## src/rtl/shifter_input_conditioner.sv

```systemverilog
// shifter_input_conditioner
// Synchronizes and debounces four active-low push buttons and seven control
// switches in front of the 4-bit shifter core. Each accepted button press
// toggles one bit of the held operand register `a`. All outputs are
// registered.
// Optional feature macro: SHIFTER_SW_DEBOUNCE_EN. When it is defined, every
// switch bit gets the same debounce logic as the buttons. When it is not
// defined, the switches are only passed through a 2-flop synchronizer.
module shifter_input_conditioner #(
    parameter int DEBOUNCE_CYCLES = 500000
) (
    input  logic       clk,
    input  logic       rst,
    input  logic [3:0] btn_n,
    input  logic [2:0] sw_f,
    input  logic [1:0] sw_b,
    input  logic [1:0] sw_c,
    output logic [3:0] a,
    output logic [2:0] f,
    output logic [1:0] b,
    output logic [1:0] c,
    output logic [3:0] press,
    output logic       changed
);

    localparam int CW = $clog2(DEBOUNCE_CYCLES + 1);
    // A new level is accepted on the cycle its counter would reach DEBOUNCE_CYCLES.
    localparam logic [CW-1:0] CNT_LAST = CW'(DEBOUNCE_CYCLES - 1);

    // Button synchronizer and debounce state
    logic [3:0]    btn_s1, btn_s2;
    logic [3:0]    s, s_next, btn_accept;
    logic [CW-1:0] cnt      [4];
    logic [CW-1:0] cnt_next [4];

    // Switch path: sw_q is the register that drives f/b/c
    logic [6:0] sw_raw, sw_s1, sw_q, sw_q_next;
    logic [3:0] press_next, a_next;
    logic       changed_next;

    assign sw_raw = {sw_f, sw_b, sw_c};

    // Button synchronizers (reset released) and per-button debounce state
    always_ff @(posedge clk or posedge rst) begin
        if (rst) begin
            btn_s1 <= 4'hF;
            btn_s2 <= 4'hF;
            s      <= 4'hF;
            for (int i = 0; i < 4; i++) cnt[i] <= '0;
        end else begin
            btn_s1 <= btn_n;
            btn_s2 <= btn_s1;
            s      <= s_next;
            for (int i = 0; i < 4; i++) cnt[i] <= cnt_next[i];
        end
    end

    // Button debounce: count while the synced level differs, accept on the last count
    always_comb begin
        s_next     = s;
        btn_accept = 4'b0;
        for (int i = 0; i < 4; i++) begin
            cnt_next[i] = '0;
            if (btn_s2[i] != s[i]) begin
                if (cnt[i] == CNT_LAST) begin
                    s_next[i]     = btn_s2[i];
                    btn_accept[i] = 1'b1;
                end else begin
                    cnt_next[i] = cnt[i] + CW'(1);
                end
            end
        end
    end

`ifdef SHIFTER_SW_DEBOUNCE_EN
    logic [6:0]    sw_s2;
    logic [CW-1:0] sw_cnt      [7];
    logic [CW-1:0] sw_cnt_next [7];

    // Switch synchronizers and per-bit debounce counters; sw_q is the stable level
    always_ff @(posedge clk or posedge rst) begin
        if (rst) begin
            sw_s1 <= '0;
            sw_s2 <= '0;
            for (int i = 0; i < 7; i++) sw_cnt[i] <= '0;
        end else begin
            sw_s1 <= sw_raw;
            sw_s2 <= sw_s1;
            for (int i = 0; i < 7; i++) sw_cnt[i] <= sw_cnt_next[i];
        end
    end

    // Switch debounce, identical in behaviour to the button debounce
    always_comb begin
        sw_q_next = sw_q;
        for (int i = 0; i < 7; i++) begin
            sw_cnt_next[i] = '0;
            if (sw_s2[i] != sw_q[i]) begin
                if (sw_cnt[i] == CNT_LAST) begin
                    sw_q_next[i] = sw_s2[i];
                end else begin
                    sw_cnt_next[i] = sw_cnt[i] + CW'(1);
                end
            end
        end
    end
`else
    // First switch synchronizer stage; sw_q acts as the second stage
    always_ff @(posedge clk or posedge rst) begin
        if (rst) sw_s1 <= '0;
        else     sw_s1 <= sw_raw;
    end

    // Second synchronizer stage feeds f/b/c directly
    always_comb begin
        sw_q_next = sw_s1;
    end
`endif

    // Press is a 1->0 transition of the stable state; it toggles the matching a bit
    always_comb begin
        press_next   = btn_accept & s;
        a_next       = a ^ press_next;
        changed_next = (a_next != a) || (sw_q_next != sw_q);
    end

    // Output registers
    always_ff @(posedge clk or posedge rst) begin
        if (rst) begin
            a       <= 4'b0;
            press   <= 4'b0;
            changed <= 1'b0;
            sw_q    <= '0;
        end else begin
            a       <= a_next;
            press   <= press_next;
            changed <= changed_next;
            sw_q    <= sw_q_next;
        end
    end

    assign f = sw_q[6:4];
    assign b = sw_q[3:2];
    assign c = sw_q[1:0];

endmodule

```

## config.mk

```make
export PLATFORM = sky130hd
export DESIGN_NAME = shifter_input_conditioner
export DESIGN_NICKNAME = d
export VERILOG_FILES = /design/src/rtl/shifter_input_conditioner.sv
export SDC_FILE = /design/constraint.sdc
export NUM_CORES = 1
export LEC_CHECK = 0
export CELL_PAD_IN_SITES_DETAIL_PLACEMENT = 2
export CELL_PAD_IN_SITES_GLOBAL_PLACEMENT = 2
export CORE_UTILIZATION = 39
export DETAILED_ROUTE_END_ITERATION = 16
export GPL_ROUTABILITY_DRIVEN = 0
export PLACE_DENSITY_LB_ADDON = 0.1
export REMOVE_ABC_BUFFERS = 1
export SYNTH_ARGS = -nofsm -noshare
export SYNTH_HDL_FRONTEND = slang
export SYNTH_SLANG_ARGS = --single-unit
```

## constraint.sdc

```tcl
create_clock -name clk -period 3.8 [get_ports clk]
set_clock_uncertainty 0.2 [all_clocks]
set_input_delay 0.38 -clock clk [delete_from_list [all_inputs] [get_ports clk]]
set_output_delay 0.38 -clock clk [all_outputs]
set_load 0.02 [all_outputs]
```

# Word-level counts from Yosys, hierarchy flattened
# Index checks and enable logic that the tools add are counted.
# Widths: inputs -> output; s select.
# totals
ff_bits,111
elab_cells,52
# classes
eq_ne,10
n_mux,16
bitwise,2
reduce_logical,5
add_sub_neg,4
# op_table
operator,n
$mux 19,8
$add 19x1->19 const B,4
$eq 19x19->1 const B,4
$mux 1,8
$reduce_and 2->1,4
$ne 7x7->1,1
$and 4x4->4,1
$ne 1x1->1,4
$ne 4x4->1,1
$xor 4x4->4,1
$logic_or 1x1->1,1

# Depth between registers and ports, before layout
# logic_depth
depth_word,7
depth_mapped,6

# Worst setup path before layout
# Ideal clock, no wire load.
# synth_timing
path_kind,register -> register
startpoint,register cnt[19] in the netlist's numbering
endpoint,register cnt[37] in the netlist's numbering
t_required_ns,3.520
t_arrival_ns,1.860
setup_ns,0.080
stages_incl_launch_ff,7
setup_slack_ns,1.660
path_cell_list,dfrtp_1 > ha_1 > nand4_1 > or4_1 > buf_2 > or4_1 > a21oi_1
# synth_lines
item,line_no,source
start: declaration,33,logic [CW-1:0] cnt [4];

==> reports/results.ini <==
[global_route]
grt_pass1_vias = 4155
grt_max_degree = 63
grt_usage = 0.207
antenna_found_initial = 0
grt_pass1_wl_mm = 21.0
overflow = 0

[sta]
setup_viol = 0
hold_ws_ns = 0.152
tns_ns = 0
min_period_ns = 2.47
hold_viol_final = 0
timing.fmax_ghz = 0.405
finalCritPeriodShare = 0.649
relSlewSlack = 0.420
worst_pin_slew_ns = 0.865
rsz0062_at_grt = no
drv_slew = 0

[clocking]
clkSinkCount = 111
clk_pin_slew_worst_paths_ns = 0.07
tritoncts = built
htreeDepth = 3
cts_inserted_buffers = 9
hold_buffers = 0
cts_resized = 0
clk_path_buf_depth = 2
clock-root-buffer = clkbuf_16
clk_latency_ns = 0.35
cts_setup_buffers = 0

[worst_hold_path]
hp-class = reg -> reg

[route]
wirelength_mm = 12.4
dr_total_vias = 3638
via_per_inst = 5.40
wl_per_cell_um = 18.3
drtAntennaViolNets = 0
drcViolationCount = 0
drtPass1Iterations = 4
drt_iter0_markers = 101

[final_layout]
final_common_cell = dfrtp_1
antenna_cells = 0
fillers = 1299
final_nets = 518
final_cell_mix = 99 x dfrtp_1, 62 x nor2_1, 31 x xnor2_1, 30 x xor2_1, 28 x clkdlybuf4s50_1
layout-drive-gt1-share = 0.0810
area_delta_synth_final_pct = 15.6

[yosys]
syn_area_sq_um = 4970
synth-seq-cells = 111
synth_top_area_cell = dfrtp_1
synth_area_leaders = dfrtp_1 50%, dfstp_2 6.3%, xnor2_1 5.5%
synth.yosys.warnings = 0
syn_area_per_cell_sq_um = 10.6
synthCells = 467
synth_seq_area_share = 0.562
ys_types = 38
synth_top_area_frac = 0.499

[setup_path]
critical_path.max_fanout = 7
critPathBufInv = 0
cp_data_arrival_time_ns = 2.52
crit_family = simple AND/OR/NAND/NOR gates
criticalPathCategory = reg -> reg
cp_cell_sequence = ha_1 -> nand4_1 -> or4_1 -> or4_1 -> a21oi_1
start_kind = flip-flop
cp_slowest_cell = or4_1
cpPeakStageDelay_ns = 0.70
crit_path_frequent_cell = or4_1
critPathRequiredTime_ns = 3.85
end_kind = flip-flop

[floorplan]
die_y_um = 115
fp-row-count = 40
ioPinCount = 29
coreArea_sq_um = 12200
initial_core_util = 0.407
die_w_um = 115
die-area_sq_um = 13200

[power]
max-vdd-ir-drop_uv = 231
powerDensity_nw_per_um2 = 389
leakagePower_nw = 2.23

[placement]
port-buffer-count = 28
hpwl_mm = 8.74

[flow_run]
drv_cap = 0

[status]
outcome = completed

-- routing by layer --
metal | vias up | global-route usage | share of wire
li1 | 1720 | - | -
met1 | 1876 | 0.254 | 0.45
met2 | 34 | 0.369 | 0.52
met3 | 8 | 0.0480 | 0.022
met4 | 0 | 0.0519 | 0.010
met5 | - | 0 | 0
-- worst paths after layout --
path,start,to,slack (ns),cells past startpoint
worst max-delay path,cnt[19]$_DFF_PP0_,cnt[37]$_DFF_PP0_,1.33,5
worst min-delay path,btn_s1[2]$_DFF_PP1_,btn_s2[2]$_DFF_PP1_,0.15,0
worst max register to register,cnt[19]$_DFF_PP0_,cnt[37]$_DFF_PP0_,1.33,5
worst min register to register,btn_s1[2]$_DFF_PP1_,btn_s2[2]$_DFF_PP1_,0.15,0
max in group asynchronous,rst,s[0]$_DFFE_PP1N_,2.26,3
min in group asynchronous,rst,cnt[41]$_DFF_PP0_,0.34,2
-- synthesized netlist by cell type --
master      n
dfrtp_1    99
nor2_1     62
xnor2_1    31
xor2_1     30
nand2_1    27
nand3_1    27
a21oi_1    21
nand4_1    18
or3_1      16
dfstp_2    12
inv_1      12
nor4_1     12
o21ai_0    12
or4_1      12
o31ai_1     9
nor4b_1     8
and4_1      7
nor3_1      6
and2_1      5
clkbuf_1    5
buf_2       4
ha_1        4
mux2_2      4
nand4b_1    3
o21ai_1     3
or2_2       3
and3_1      2
nand2b_1    2
nor4bb_1    2
and4_2      1
mux2i_1     1
nand3_2     1
nand3b_1    1
nor3b_1     1
o22ai_1     1
o2bb2ai_2   1
o32ai_1     1
or4b_1      1
-- where the power goes --
part	switching (W)	total, W	internal, W
clock	0.000425	0.000905	0.000480
sequential	0.0000201	0.00123	0.00121
combinational	0.0000616	0.000100	0.0000384
total	0.000507	0.00223	0.00172
-- cell type report --
cell class                 instances  area (sq um)  area share
multi-input combinational        335          2090       0.364
sequential                       111          2790       0.486
inverter                          12          47.5     0.00828
tap                              168           210      0.0366
timing repair buffer              32           323      0.0562
clock inverter                     3          17.5     0.00305
clock buffer                      13           260      0.0453
-- kinds of logic after synthesis --
group	after synthesis	synth area share
AOI/OAI and AO/OA	48	0.0559
xor gates and xnor gates	61	0.108
adders and majority gates	4	0.0101
buffers and inverters	21	0.0169
DFF	111	0.562
muxes	5	0.0111
and+or+nand+nor	217	0.236
-- flip-flops by register name (all words and copies together) (netlist names) --
register / cells
cnt: 76
sw_q: 7
sw_q_next: 7
a: 4
btn_s1: 4
btn_s2: 4
press: 4
s: 4
changed: 1
-- through the flow --
stage | worst slack, ns | utilization | power, W | std cells | cell area (sq um)
floorplan | 0.309 | - | 0.00130 | 458 | 4930
global placement | 1.50 | 0.448 | 0.00135 | 658 | 5470
detailed placement | 1.33 | 0.448 | 0.00135 | 658 | 5470
CTS | 1.29 | 0.470 | 0.00227 | 674 | 5740
global route | 1.15 | 0.470 | 0.00231 | 674 | 5740
finish | 1.33 | 0.470 | 0.00223 | 674 | 5740
Power figures use the tool's default switching activity.
